File: config.mk
export PLATFORM = sky130hd
export DESIGN_NAME = poly_note_ctrl
export DESIGN_NICKNAME = d
export VERILOG_FILES = /design/src/rtl/poly_note_ctrl.sv
export SDC_FILE = /design/constraint.sdc
export NUM_CORES = 1
export LEC_CHECK = 0
export BUFFER_PORTS_ARGS = -buffer_cell sky130_fd_sc_hd__buf_4
export CAP_MARGIN = 20
export CORE_ASPECT_RATIO = 2
export CORE_MARGIN = 8
export CORE_UTILIZATION = 50
export DETAILED_ROUTE_END_ITERATION = 8
export GPL_TIMING_DRIVEN = 0
export HOLD_SLACK_MARGIN = 0.08
export PLACE_DENSITY_LB_ADDON = 0.05
export SKIP_CTS_REPAIR_TIMING = 1
export SLEW_MARGIN = 25
export SYNTH_ARGS = -nofsm -noshare
export SYNTH_HDL_FRONTEND = slang
export SYNTH_SLANG_ARGS = --single-unit
File: constraint.sdc
create_clock -name clk -period 2.5 [get_ports clk]
set_clock_uncertainty 0.2 [all_clocks]
set_input_delay 0.125 -clock clk [delete_from_list [all_inputs] [get_ports clk]]
set_output_delay 0.125 -clock clk [all_outputs]
set_load 0.02 [all_outputs]
File: src/rtl/poly_note_ctrl.sv
// poly_note_ctrl
//   Polyphonic note allocator between uart_rx and the per-voice tone/LED
//   generators. A rising edge on UART_valid accepts UART_msg. Each non-zero
//   code goes to a voice, which plays it for C_PERIOD cycles and then clears
//   itself. Code 0 silences every voice. A message that arrives with
//   UART_err set is dropped and counted.
//
//   Ports
//     clk           master clock
//     rst           synchronous reset, active high
//     UART_err      framing/parity error flag for the current byte
//     UART_valid    data valid level; only its rising edge accepts a message
//     UART_msg      received note code
//     out           voice v code at [v*C_DATA_W +: C_DATA_W]; 0 = silent
//     voice_active  bit v high while voice v is playing
//     err_cnt       number of dropped messages, saturates at 255
//
//   Build option
//     POLY_NOTE_RELEASE_EN  When defined, a code with its MSB set is a
//                           note-off for the same code with the MSB cleared.
//
//   Per-voice states
//     state   | meaning
//     V_IDLE  | silent, code 0
//     V_PLAY  | holding code_q, timer_q counts 0 .. C_PERIOD-1
module poly_note_ctrl #(
  parameter int C_CLK_FRQ = 100_000_000,
  parameter int C_MUSIC   = 500,
  parameter int C_VOICES  = 4,
  parameter int C_DATA_W  = 8
) (
  input  logic                         clk,
  input  logic                         rst,
  input  logic                         UART_err,
  input  logic                         UART_valid,
  input  logic [C_DATA_W-1:0]          UART_msg,
  output logic [C_VOICES*C_DATA_W-1:0] out,
  output logic [C_VOICES-1:0]          voice_active,
  output logic [7:0]                   err_cnt
);

  localparam int C_PERIOD = C_CLK_FRQ / 1000 * C_MUSIC;
  localparam int TIMER_W  = $clog2(C_PERIOD);
  localparam int IDX_W    = (C_VOICES > 1) ? $clog2(C_VOICES) : 1;

  typedef enum logic {V_IDLE, V_PLAY} voice_state_t;

  voice_state_t        state_q [C_VOICES];
  voice_state_t        state_d [C_VOICES];
  logic [C_DATA_W-1:0] code_q  [C_VOICES];
  logic [C_DATA_W-1:0] code_d  [C_VOICES];
  logic [TIMER_W-1:0]  timer_q [C_VOICES];
  logic [TIMER_W-1:0]  timer_d [C_VOICES];
  logic [IDX_W-1:0]    steal_ptr_q, steal_ptr_d;
  logic                valid_q, valid_d;
  logic [7:0]          err_cnt_q, err_cnt_d;

  logic             accept;
  logic             hit_found, idle_found, load;
  logic [IDX_W-1:0] hit_idx, idle_idx, load_idx;
`ifdef POLY_NOTE_RELEASE_EN
  logic [C_DATA_W-1:0] rel_code;
`endif

  always_comb begin
    valid_d     = UART_valid;
    accept      = UART_valid && !valid_q;
    err_cnt_d   = err_cnt_q;
    steal_ptr_d = steal_ptr_q;
    hit_found   = 1'b0;
    hit_idx     = '0;
    idle_found  = 1'b0;
    idle_idx    = '0;
    load        = 1'b0;
    load_idx    = '0;
`ifdef POLY_NOTE_RELEASE_EN
    rel_code    = {1'b0, UART_msg[C_DATA_W-2:0]};
`endif

    // Descending scan so the lowest matching index is the one kept.
    for (int v = C_VOICES - 1; v >= 0; v--) begin
      if (state_q[v] == V_PLAY && code_q[v] == UART_msg) begin
        hit_found = 1'b1;
        hit_idx   = IDX_W'(v);
      end
      if (state_q[v] == V_IDLE) begin
        idle_found = 1'b1;
        idle_idx   = IDX_W'(v);
      end
    end

    for (int v = 0; v < C_VOICES; v++) begin
      state_d[v] = state_q[v];
      code_d[v]  = code_q[v];
      timer_d[v] = timer_q[v];
      if (state_q[v] == V_PLAY) begin
        if (timer_q[v] == TIMER_W'(C_PERIOD - 1)) begin
          state_d[v] = V_IDLE;
          code_d[v]  = '0;
          timer_d[v] = '0;
        end else begin
          timer_d[v] = timer_q[v] + TIMER_W'(1);
        end
      end
    end

    if (accept) begin
      if (UART_err) begin
        if (err_cnt_q != 8'hFF) err_cnt_d = err_cnt_q + 8'd1;
      end else if (UART_msg == '0) begin
        for (int v = 0; v < C_VOICES; v++) begin
          state_d[v] = V_IDLE;
          code_d[v]  = '0;
          timer_d[v] = '0;
        end
`ifdef POLY_NOTE_RELEASE_EN
      end else if (UART_msg[C_DATA_W-1]) begin
        for (int v = 0; v < C_VOICES; v++) begin
          if (state_q[v] == V_PLAY && code_q[v] == rel_code) begin
            state_d[v] = V_IDLE;
            code_d[v]  = '0;
            timer_d[v] = '0;
          end
        end
`endif
      end else begin
        load = 1'b1;
        if (hit_found) begin
          load_idx = hit_idx;
        end else if (idle_found) begin
          load_idx = idle_idx;
        end else begin
          load_idx    = steal_ptr_q;
          steal_ptr_d = (steal_ptr_q == IDX_W'(C_VOICES - 1)) ? '0
                                                               : steal_ptr_q + IDX_W'(1);
        end
      end
    end

    // Applied after expiry so a load on an expiring voice keeps it playing.
    if (load) begin
      state_d[load_idx] = V_PLAY;
      code_d[load_idx]  = UART_msg;
      timer_d[load_idx] = '0;
    end
  end

  always_ff @(posedge clk) begin
    if (rst) begin
      for (int v = 0; v < C_VOICES; v++) begin
        state_q[v] <= V_IDLE;
        code_q[v]  <= '0;
        timer_q[v] <= '0;
      end
      steal_ptr_q <= '0;
      valid_q     <= 1'b0;
      err_cnt_q   <= '0;
    end else begin
      for (int v = 0; v < C_VOICES; v++) begin
        state_q[v] <= state_d[v];
        code_q[v]  <= code_d[v];
        timer_q[v] <= timer_d[v];
      end
      steal_ptr_q <= steal_ptr_d;
      valid_q     <= valid_d;
      err_cnt_q   <= err_cnt_d;
    end
  end

  always_comb begin
    out          = '0;
    voice_active = '0;
    for (int v = 0; v < C_VOICES; v++) begin
      out[v*C_DATA_W +: C_DATA_W] = code_q[v];
      voice_active[v]             = (state_q[v] == V_PLAY);
    end
  end

  assign err_cnt = err_cnt_q;

endmodule

## Word-level counts from Yosys, hierarchy flattened

Memories as Yosys holds them, arrays and structs flattened.
Index checks and enable logic that the tools add are counted.
W data, S select, Z words.

- $add $sub $neg: 6
- Equal/unequal tests: 10
- Bitwise logic cells: 20
- Order comparisons: 2
- Multipliers: 0
- Muxes and demuxes: 83
- Divide/modulo/power cells: 0
- Reductions and logical operators: 10
- Shift-type cells: 0

Operators with widths:

| cell | count |
|---|---|
| $mux W104 | 4 |
| $mux W26 | 13 |
| $mux W32 | 4 |
| $add A26 B1 Y26 const B | 4 |
| $and A104 B104 Y104 | 1 |
| $eq A26 B26 Y1 const B | 4 |
| $mux W8 | 13 |
| $not A104 Y104 | 1 |
| $demux W26 S2 | 1 |
| $bwmux W32 | 1 |
| $eq A8 B8 Y1 | 4 |
| $mux W2 | 14 |
| $mux W1 | 27 |
| $demux W8 S2 | 1 |
| $mux W4 | 4 |
| $or A1 B1 Y1 | 12 |
| $add A8 B1 Y8 const B | 1 |
| $logic_not A8 Y1 | 1 |
| $ne A8 B8 Y1 const B | 1 |
| $logic_and A1 B1 Y1 | 6 |
| $reduce_and A5 Y1 | 1 |
| $not A1 Y1 | 4 |
| $or A4 B4 Y4 | 1 |
| $ge A3 B3 Y1 const B | 1 |
| 7 further kinds | 7 |

- Output and inout bits: 44
- Bits in latches: 0
- Register bits: 11
- Memories: 3
- RAM bits: 140
- Logic and storage cells: 137
- Bits in read-only memories: 0
- Input port bits: 12

Memories:

| name | depth | bits a word | read ports | clocked after Yosys merged registers in | write ports | line | source |
|---|---|---|---|---|---|---|---|
| timer_q | 4 | 26 | 4 | 0 | 4 | 52 | `logic [TIMER_W-1:0] timer_q [C_VOICES];` |
| code_q | 4 | 8 | 4 | 0 | 4 | 50 | `logic [C_DATA_W-1:0] code_q [C_VOICES];` |
| state_q | 4 | 1 | 4 | 0 | 4 | 48 | `voice_state_t state_q [C_VOICES];` |

## Longest topological paths before layout

- Depth in word-level cells: 19
- Mapped depth: 10
- Depth with buffers taken out: 8

## Least setup slack after synthesis

Ideal clock, no wire load.

- Path kind: register to register
- Start point: memory state_q[0][3] (netlist name)
- End point: memory timer_q[3][20] (netlist name)
- Setup time: 0.115 ns
- Buffers on the path: 2
- Data arrival time: 1.931 ns
- Data required time: 2.185 ns
- Setup slack: 0.254 ns
- Period minus slack after synthesis: 2.246 ns
- Cell stages (with the launch flop): 9
- Cells stage by stage: dfxtp_1 -> inv_1 -> nor4_2 -> o21bai_1 -> a21bo_1 -> buf_6 -> o21ai_2 -> buf_6 -> nor2_1

RTL lines:

| what | line |
|---|---|
| from (decl) | 48 |
| to (decl) | 52 |

==> results.txt <==
- Path class of the lowest-slack min-delay path: primary input to register
- The worst setup path is captured at a register.
* Filler instances: roughly 1,300
- Later-pin clock latency in the skew report: between 0.4 and 0.5 ns
- Max-cap violations in this run came to 0.
- Result of the run: completed
- Entering global routing, the biggest net connects 17 pins.
* Via count: between 5,000 and 6,000
- The number of global-route vias before repair is approximately 6,100.
* Clock tree from TritonCTS: built
* Number of buffers inserted by port buffering: 47
- Synthesized net count: between 800 and 900
- Effective utilization at floorplan: approximately half
- Post-layout nets: 916
- Arrival @ worst endpoint: between 2 and 3 ns
* Number of register bits inferred by synthesis: about 150
* Final design utilization: 61.8%
* Total of warnings raised by yosys: 0
- The count of nets left with antenna violations once routing finished came out at 0.
* Unrepaired setup endpoints after global routing: true
* Top flip-flop cell by instance count after synthesis: sky130_fd_sc_hd__dfxtp_1
- Multi-input logic area: between 3000 and 4000 um2
* Final setup violating endpoints: 0
* Detailed Routing Iterations Pass 1: 4
* Area of the core: about 14,000 um2
* Buffer cell driving the clock tree root: sky130_fd_sc_hd__clkbuf_16
- Dividing total power by cell area gives a power density of between 600 and 700 nW/um2.
- Cell variety after synth: 54
- The first global-routing pass estimated 28.1 mm of wire.
- Ranked by instance count, the synthesized netlist is headed by 151 x sky130_fd_sc_hd__dfxtp_1, 143 x sky130_fd_sc_hd__nor2_1, 81 x sky130_fd_sc_hd__nand2_1, 67 x sky130_fd_sc_hd__xor2_1, 66 x sky130_fd_sc_hd__xnor2_1.
- The die covers roughly 19,000 um2.
- In the routed design, unresolved DRC markers number 0.
* EDFF count, synth: 0
- In this run the vertical extent of the chip is approximately 180 um.
* Ratio of cells with drive above 1 in the final layout: between 10% and 20%
- Vias/cell: roughly 5.4
- STA classifies the critical path startpoint as a register.
* Final worst path period share: 97.0%
- In this run the deepest clock path goes through 2 buffers.
* Worst-case hold slack: around 0.089 ns
* Iteration-0 DRC count of the detailed router: between 200 and 250
- At the worst endpoint, the required time is 2.65 ns.
* Most instantiated library cell after synthesis: sky130_fd_sc_hd__dfxtp_1
- Top cell type's share of synthesized area: between 40 and 50%
* Avg Synthesized Cell Area: between 8 and 9 um2
- sky130_fd_sc_hd__dfxtp_1 takes more of the synthesized area than any other cell.
* Initial antenna violation count: 1
- By area the synthesized netlist is led by sky130_fd_sc_hd__dfxtp_1 43%, sky130_fd_sc_hd__xor2_1 8.3%, sky130_fd_sc_hd__xnor2_1 8.1%.
- Across every metal layer, demand over resource in global routing totals approximately a fifth.
- DP Cell Count: 1,050
* Final-report max-slew violation count: 0
- Counting the buffers created by CTS gives 17.
- The total overflow left after global routing is 0.
* Filler-free cell count of the finished design: approximately 1,100
- For this run, the register share of the synthesized area comes to a little over two fifths.
* Gate Count Post-Synth: around 800
- Clock slew at the register clock pins of the worst setup and hold paths: 0.06 ns
- Number of H-tree levels: 4
- Cell Area, Synth: 7110 um2
* Worst-margin pin slew: between 0.5 and 0.6 ns
- Final critical-path required period: 2.42 ns
* Relative max-transition margin: 62.2%
* Wire length per cell: approximately 16 um
- In this run the horizontal extent of the chip is approximately 100 um.
* I/O pin total: 56
- For this design the static power due to leakage is 3.18 nW.
- Sequential cell area: about 3000 um2
- Final weighted congestion in routability-driven placement: slightly below 0.9
- Area growth, synth to finish: 20.7%
- CP Max Fanout: 10
- Peak Freq: between 400 and 500 MHz
- Proportion of register bits with asynchronous set or reset after synthesis: 0%
- Number of failing hold endpoints at the final stage: 0
* Peak VDD IR: 426 uV
- By startpoint and endpoint, the worst setup path is classified as register to register.
- Wires add up to 17.1 mm.
- Floorplan row count: just over 60
- Once detailed placement completed, the half-perimeter wirelength came to ~13 mm.
* CTS Sinks: approximately 150
layout by cell type (no fill, tap or decap), drive strengths merged, types with 2 or more instances in the layout:
cell type,netlist,routed
a21oi,10,10
and2,4,4
and3,16,16
and4,7,7
buf,20,75
bufinv,0,4
clkbuf,8,26
clkinv,0,6
dfxtp,151,151
dlygate4sd3,0,10
ha,6,6
inv,17,18
mux2i,28,28
nand2,82,82
nand2b,12,12
nand3,53,53
nand3b,3,3
nand4,40,40
nand4b,2,2
nor2,145,145
nor2b,6,6
nor3,13,13
nor3b,3,3
nor4,12,12
nor4b,3,3
o21ai,19,19
o21bai,2,2
or3,5,5
xnor2,66,66
xor2,67,67
per-layer routing:
| metal | GRT usage [%] | up-vias | share of wire (%) |
|---|---|---|---|
| met4 | 10.6 | 0 | 3.7 |
| li1 | - | 2929 | - |
| met3 | 3.93 | 39 | 2.6 |
| met2 | 37.1 | 101 | 57 |
| met1 | 17.6 | 2864 | 37 |
| met5 | 0 | - | 0 |
critical path: stages (launching register included):
cell	delay [ns]
sky130_fd_sc_hd__dfxtp_1	0.33
sky130_fd_sc_hd__xor2_1	0.16
sky130_fd_sc_hd__nor4_2	0.42
sky130_fd_sc_hd__nand4_1	0.26
sky130_fd_sc_hd__nor2b_4	0.21
sky130_fd_sc_hd__a21bo_1	0.19
sky130_fd_sc_hd__buf_6	0.19
sky130_fd_sc_hd__o21ai_2	0.10
sky130_fd_sc_hd__buf_6	0.18
sky130_fd_sc_hd__nor2_1	0.11
logic make-up after synthesis:
logic type      Yosys count  synth area share [%]
buf+inv                  45                  3.33
flops                   151                  42.5
mux                      28                  3.94
fa+ha+maj                 6                  1.06
simple gates            410                  28.9
xor+xnor                133                  16.4
compound gates           41                  3.86
worst paths after layout:
check	start	end	slack (ns)	cells past startpoint
worst max-delay path	code_q[0][6]	timer_q[3][21]	0.08	9
worst min-delay path	UART_err	err_cnt[0]	0.09	4
worst max register to register	code_q[0][6]	timer_q[3][21]	0.08	9
worst min register to register	code_q[0][24]	code_q[0][24]	0.29	2
where the power goes:
part / switching (W) / leakage [nW] / internal, W
clock: 0.00100 / 0.296 / 0.00166
sequential: 0.0000164 / 1.22 / 0.00242
combinational: 0.000160 / 1.67 / 0.000104
total: 0.00118 / 3.18 / 0.00419
flip-flops by register name, summed over array words and instances (netlist names):
signal       count
state_q          4
code_q          32
err_cnt          8
valid_q          1
steal_ptr_q      2
timer_q        104
cell type report:
| class | instances | share of cell area [%] |
|---|---|---|
| diodes | 1 | 0.0292 |
| plain buffers | 28 | 2.13 |
| clock buffers | 18 | 5.00 |
| clock inverters | 12 | 2.07 |
| inverters | 17 | 0.744 |
| multi-input cells | 618 | 46.1 |
| flip-flops and latches | 151 | 35.2 |
| well taps | 189 | 2.76 |
| repair buffers | 65 | 5.98 |
through the flow:
| stage | total power, W | area, um2 | setup slack, ns | setup TNS [ns] |
|---|---|---|---|---|
| finish | 0.00537 | 8580 | 0.0752 | 0 |
| global route | 0.00554 | 8580 | -0.0715 | -2.17 |
| CTS | 0.00539 | 8300 | -0.305 | -10.94 |
| detailed placement | 0.00273 | 7700 | -0.267 | -9.47 |
| global placement | 0.00272 | 7700 | -0.163 | -6.10 |
| floorplan | 0.00265 | 7110 | 0.254 | 0 |
Power figures use the tool's default switching activity.
